### config.mk
export PLATFORM = sky130hd
export DESIGN_NAME = wb_ram_arbiter_b3
export DESIGN_NICKNAME = d
export VERILOG_FILES = /design/src/rtl/wb_ram_arbiter_b3.sv
export SDC_FILE = /design/constraint.sdc
export NUM_CORES = 1
export LEC_CHECK = 0
export CELL_PAD_IN_SITES_DETAIL_PLACEMENT = 1
export CELL_PAD_IN_SITES_GLOBAL_PLACEMENT = 1
export CORE_AREA = 2 2 129 131
export DETAILED_ROUTE_END_ITERATION = 10
export DIE_AREA = 0 0 131 133
export PLACE_DENSITY_LB_ADDON = 0.15
export SETUP_SLACK_MARGIN = 0.3
export SLEW_MARGIN = 20
export SYNTH_ARGS = -nofsm -noshare
export SYNTH_HDL_FRONTEND = slang
export SYNTH_SLANG_ARGS = --single-unit
### constraint.sdc
create_clock -name wb_clk_i -period 2.16 [get_ports wb_clk_i]
set_input_delay 0.648 -clock wb_clk_i [delete_from_list [all_inputs] [get_ports wb_clk_i]]
set_output_delay 0.648 -clock wb_clk_i [all_outputs]
set_load 0.02 [all_outputs]
### src/rtl/wb_ram_arbiter_b3.sv
// ============================================================================
//  Module   : wb_ram_arbiter_b3
//  Purpose  : Two-master Wishbone B3 round-robin arbiter with a per-grant
//             watchdog that aborts a stalled cycle with err.
//  Revision : 1.0 - initial release
// ============================================================================
`default_nettype none

module wb_ram_arbiter_b3 #(
  parameter int dw             = 32,
  parameter int aw             = 32,
  parameter int timeout_cycles = 255,
  parameter int tw             = 8
) (
  input  logic          wb_clk_i,
  input  logic          wb_rst_n_i,
  input  logic [aw-1:0] m0_adr_i,
  input  logic [1:0]    m0_bte_i,
  input  logic [2:0]    m0_cti_i,
  input  logic          m0_cyc_i,
  input  logic          m0_stb_i,
  input  logic          m0_we_i,
  input  logic [3:0]    m0_sel_i,
  input  logic [dw-1:0] m0_dat_i,
  output logic [dw-1:0] m0_dat_o,
  output logic          m0_ack_o,
  output logic          m0_err_o,
  output logic          m0_rty_o,
  input  logic [aw-1:0] m1_adr_i,
  input  logic [1:0]    m1_bte_i,
  input  logic [2:0]    m1_cti_i,
  input  logic          m1_cyc_i,
  input  logic          m1_stb_i,
  input  logic          m1_we_i,
  input  logic [3:0]    m1_sel_i,
  input  logic [dw-1:0] m1_dat_i,
  output logic [dw-1:0] m1_dat_o,
  output logic          m1_ack_o,
  output logic          m1_err_o,
  output logic          m1_rty_o,
  output logic [aw-1:0] s_adr_o,
  output logic [1:0]    s_bte_o,
  output logic [2:0]    s_cti_o,
  output logic          s_cyc_o,
  output logic          s_stb_o,
  output logic          s_we_o,
  output logic [3:0]    s_sel_o,
  output logic [dw-1:0] s_dat_o,
  input  logic [dw-1:0] s_dat_i,
  input  logic          s_ack_i,
  input  logic          s_err_i,
  input  logic          s_rty_i
);

  localparam logic [2:0] c_IDLE = 3'd0;
  localparam logic [2:0] c_GNT0 = 3'd1;
  localparam logic [2:0] c_GNT1 = 3'd2;
  localparam logic [2:0] c_ABT0 = 3'd3;
  localparam logic [2:0] c_ABT1 = 3'd4;

  localparam bit          c_WDOG_EN   = (timeout_cycles != 0);
  localparam logic [tw-1:0] c_WDOG_LAST = (timeout_cycles == 0) ? '0 : tw'(timeout_cycles - 1);

  logic [2:0]    r_state;
  logic [2:0]    w_state_nxt;
  logic          r_last;
  logic          w_last_nxt;
  logic [tw-1:0] r_wdog;
  logic          r_abt_err;

  logic w_gnt0;
  logic w_gnt1;
  logic w_resp;
  logic w_stall_last;

  assign w_gnt0       = (r_state == c_GNT0);
  assign w_gnt1       = (r_state == c_GNT1);
  assign w_resp       = s_ack_i | s_err_i | s_rty_i;
  assign w_stall_last = c_WDOG_EN && (r_wdog == c_WDOG_LAST) && s_stb_o && !w_resp;

  // Grant only moves when the owner drops cyc, so bursts are never split.
  always_comb begin
    w_state_nxt = r_state;
    w_last_nxt  = r_last;
    case (r_state)
      c_IDLE: begin
        if (m0_cyc_i && (!m1_cyc_i || r_last)) begin
          w_state_nxt = c_GNT0;
          w_last_nxt  = 1'b0;
        end else if (m1_cyc_i) begin
          w_state_nxt = c_GNT1;
          w_last_nxt  = 1'b1;
        end
      end
      c_GNT0: begin
        if (!m0_cyc_i) begin
          if (m1_cyc_i) begin
            w_state_nxt = c_GNT1;
            w_last_nxt  = 1'b1;
          end else begin
            w_state_nxt = c_IDLE;
          end
        end else if (w_stall_last) begin
          w_state_nxt = c_ABT0;
        end
      end
      c_GNT1: begin
        if (!m1_cyc_i) begin
          if (m0_cyc_i) begin
            w_state_nxt = c_GNT0;
            w_last_nxt  = 1'b0;
          end else begin
            w_state_nxt = c_IDLE;
          end
        end else if (w_stall_last) begin
          w_state_nxt = c_ABT1;
        end
      end
      c_ABT0:  if (!m0_cyc_i) w_state_nxt = c_IDLE;
      c_ABT1:  if (!m1_cyc_i) w_state_nxt = c_IDLE;
      default: w_state_nxt = c_IDLE;
    endcase
  end

  always_ff @(posedge wb_clk_i) begin
    if (!wb_rst_n_i) begin
      r_state   <= c_IDLE;
      r_last    <= 1'b1;
      r_wdog    <= '0;
      r_abt_err <= 1'b0;
    end else begin
      r_state   <= w_state_nxt;
      r_last    <= w_last_nxt;
      r_abt_err <= (w_gnt0 && w_state_nxt == c_ABT0) || (w_gnt1 && w_state_nxt == c_ABT1);
      if ((w_state_nxt != r_state) || w_resp || !s_stb_o)
        r_wdog <= '0;
      else if (w_gnt0 || w_gnt1)
        r_wdog <= r_wdog + 1'b1;
    end
  end

  assign s_adr_o = w_gnt1 ? m1_adr_i : m0_adr_i;
  assign s_bte_o = w_gnt1 ? m1_bte_i : m0_bte_i;
  assign s_cti_o = w_gnt1 ? m1_cti_i : m0_cti_i;
  assign s_sel_o = w_gnt1 ? m1_sel_i : m0_sel_i;
  assign s_dat_o = w_gnt1 ? m1_dat_i : m0_dat_i;
  assign s_cyc_o = (w_gnt0 & m0_cyc_i) | (w_gnt1 & m1_cyc_i);
  assign s_stb_o = (w_gnt0 & m0_stb_i) | (w_gnt1 & m1_stb_i);
  assign s_we_o  = (w_gnt0 & m0_we_i)  | (w_gnt1 & m1_we_i);

  assign m0_dat_o = s_dat_i;
  assign m1_dat_o = s_dat_i;

  assign m0_ack_o = w_gnt0 & m0_cyc_i & s_ack_i;
  assign m0_rty_o = w_gnt0 & m0_cyc_i & s_rty_i;
  assign m0_err_o = (w_gnt0 & m0_cyc_i & s_err_i) | ((r_state == c_ABT0) & r_abt_err);
  assign m1_ack_o = w_gnt1 & m1_cyc_i & s_ack_i;
  assign m1_rty_o = w_gnt1 & m1_cyc_i & s_rty_i;
  assign m1_err_o = (w_gnt1 & m1_cyc_i & s_err_i) | ((r_state == c_ABT1) & r_abt_err);

endmodule

`default_nettype wire
==> results.toml <==
[detailed_routing]
m1WireLength_um = 4940
routed_wl_um = 13800
drc_errors = 0
dr.pass1.iters = 4
drt-initial-drc-count = 49
highest_layer = "met5"
wl_per_cell_um = 19.7
vias = 2788
routed-wl-met3_um = 1720
ant_nets = 0
route.met2.wl_um = 6980
avgViaCountPerCell = 3.97

[setup_path]
path_max_fanout = 9
worstReg2RegStart = "r_state[0]$_SDFF_PN0_"
crit_arrival_ns = 1.72
cp.required_ns = 1.51
cp_cell_sequence = "and2b_2 > and2_4 > buf_12 > buf_12 > mux2_4 > buf_2"
cpMostUsedCell = "buf_12"
end_kind = "output port"
crit_start = "r_state[2]$_SDFF_PN0_"
reg2reg_slack_ns = 0.11
path_class = "register to output port"
slowest_stage = "dfxtp_2"
max_stage_delay_ns = 0.31
cp-start-kind = "register"

[sta]
relSlewSlack_pct = 74.1
fmax_ghz = 0.423
totalNegativeSetupSlack_ns = -12.24
post-route-period-util_pct = 109
rsz0062_at_grt = "yes"
tightest_slew_ns = 0.385
hold_ws_ns = 0.569
finalClockSkew_ns = 0.00307
fin_crit_ns = 2.36
hold_viol = 0
setup_viol = 75
finalWorstSetupSlack_ns = -0.205
maxSlewViolCount = 0

[logic_synthesis]
yosysTopAreaCell = "mux2_2"
ys_async_sr_fraction_pct = 0
yosysWarnings = 0
ys_top_cells_by_count = "73 x mux2_2, 65 x buf_4, 13 x dfxtp_1"
synth_nets = 451
synth_ff_type = "dfxtp_1"
avgSynthCellArea_sq_um = 9.09
ys_top_cells_by_area = "mux2_2 35%, buf_4 21%, dfxtp_1 11%"
yosysMostFrequentCell = "mux2_2"
synth_top_area_share_pct = 34.8
seq_area_frac_synth_pct = 11.0
syn_area_sq_um = 2360
synth_edf_count = 0
synth_seq_cells = 13
netlist-cell-type-count = 45
synthCells = 260

[final_layout]
stdcell_area_sq_um = 5720
antennaDiodeCount = 0
drive_gt1_share_pct = 54.4
final_cells = 702
area_growth_pct = 142
layout.nets = 674
final_util_pct = 35.4

[pwr]
p_sw_share_pct = 31.3
pwr-share-seq_pct = 13.0
p_leak_nw = 2.38
p_int_mw = 1.32
p_per_area_nw_per_um2 = 336
power.switching_mw = 0.602
irDropWorstVdd_mv = 0.213
p_comb_share_pct = 68.8
p_clk_share_pct = 18.2

[placement]
place_area_sq_um = 5030
gp_congestion = 0.728
io_buffers = 238
hpwl_um = 11400
dp.cells = 669

[min_path]
hold_class = "register to register"
min_from = "r_wdog[6]$_SDFFE_PP0N_"

[global_route]
grt_pass1_wl_um = 18800
track_usage_pct = 14.5
globalRouteOverflowTotal = 0
grt_max_degree = 21
grt_pass1_vias = 2967
antenna_found_initial = 1

[cts]
clock_path_buffers = 2
root_buffer = "clkbuf_16"
clk_pin_slew_ns = 0.05
clock_sinks = 13
ctsHoldBuffers = 0
numCtsBuffers = 3
htree_levels = 1
worstSkewPairLatency_ns = 0.24
cts_tree = "done"

[floorplanning]
chipHeight_um = 133
initial_core_util_pct = 14.6
core_area_sq_um = 16200
top_level_ports = 335
dieArea_sq_um = 17400
rows = 47
die_x_um = 131

[status]
failed_checks = "setup timing"
status = "finished, violations left"

[job]
maxCapViolCount = 0
cells in the final DEF (no fill, tap or decap), types with 3 or more instances in the layout:
master and count:
mux2_4 73, buf_4 29, inv_1 5, clkdlybuf4s50_1 147, dlygate4sd2_1 4, nand3b_1 3
o21ai_0 3, a21oi_2 4, dfxtp_1 10, nand2_1 7, nand3_1 4, nor4b_1 3
buf_8 3, xnor2_1 6, clkbuf_16 6, and2_4 3, nand2b_1 4, buf_6 89
a31oi_1 3, nor3_2 8, buf_2 4, nor2_1 5, buf_12 13, dfxtp_2 3
final cells by class:
| type | instances | area, sq um |
|---|---|---|
| Clock buffer | 4 | 78.8 |
| Tap cell | 220 | 275 |
| Inverter | 5 | 18.8 |
| Multi-Input combinational cell | 163 | 1870 |
| Fill cell | 1779 | 10400 |
| Sequential cell | 13 | 264 |
| Timing Repair Buffer | 297 | 3210 |
sequential cells by signal, summed over array words and instances, names as in the netlist:
signal	count
r_abt_err	1
r_wdog	8
r_state	3
r_last	1
kinds of logic after synthesis:
logic type / after synthesis / synth area share, %
AO/OA/AOI/OAI: 23 / 8.00
XOR/XNOR: 7 / 2.91
adder cells (fa/ha/maj): 2 / 1.06
buffers and inverters: 84 / 26.1
flip-flops: 13 / 11.0
multiplexers: 74 / 35.2
AND/OR/NAND/NOR: 57 / 15.7
timing repair:
item	4_1_cts	5_1_grt
setup buffers	15	9
pin swaps	24	9
gates resized for setup	479	39
cloned	2	3
endpoints found under the setup margin	93	92
routing by layer:
metal  global-route usage (%)  vias up
met4                     2.96        2
met5                        0        -
met1                     15.4     1327
li1                         -     1298
met3                     6.71       12
met2                     26.1      149
power groups by stage:
| stage | Sequential (mW) | Combinational [mW] | Clock [mW] |
|---|---|---|---|
| 5_1_grt | 0.249 | 1.38 | 0.380 |
| 3_3_place_gp | 0.252 | 1.17 | 0 |
| 4_1_cts | 0.249 | 1.27 | 0.365 |
| 2_1_floorplan | 0.253 | 0.714 | 0 |
| 6_report | 0.249 | 1.32 | 0.351 |
| 3_5_place_dp | 0.253 | 1.17 | 0 |
metrics by stage:
step	power (mW)	worst slack (ns)
floorplan	0.967	0.148
global placement	1.42	-0.624
detailed placement	1.43	-0.622
CTS	1.89	-0.244
global route	2.01	-0.268
finish	1.92	-0.205
worst paths after layout:
| path | depth (start not counted) | endpoint |
|---|---|---|
| hold / removal | 2 | r_wdog[7]$_SDFFE_PP0N_ |
| hold reg to reg | 2 | r_wdog[7]$_SDFFE_PP0N_ |
| setup reg to reg | 11 | r_state[1]$_SDFF_PN0_ |
| setup / recovery | 6 | s_sel_o[1] |
critical path: cells and delay by family, from the launching register on:
family,cells,cell delay (ns)
flip-flops,1,0.31
multiplexers,1,0.30
buffers and inverters,3,0.44
AND/OR/NAND/NOR,2,0.42
Power figures use the tool's default switching activity.
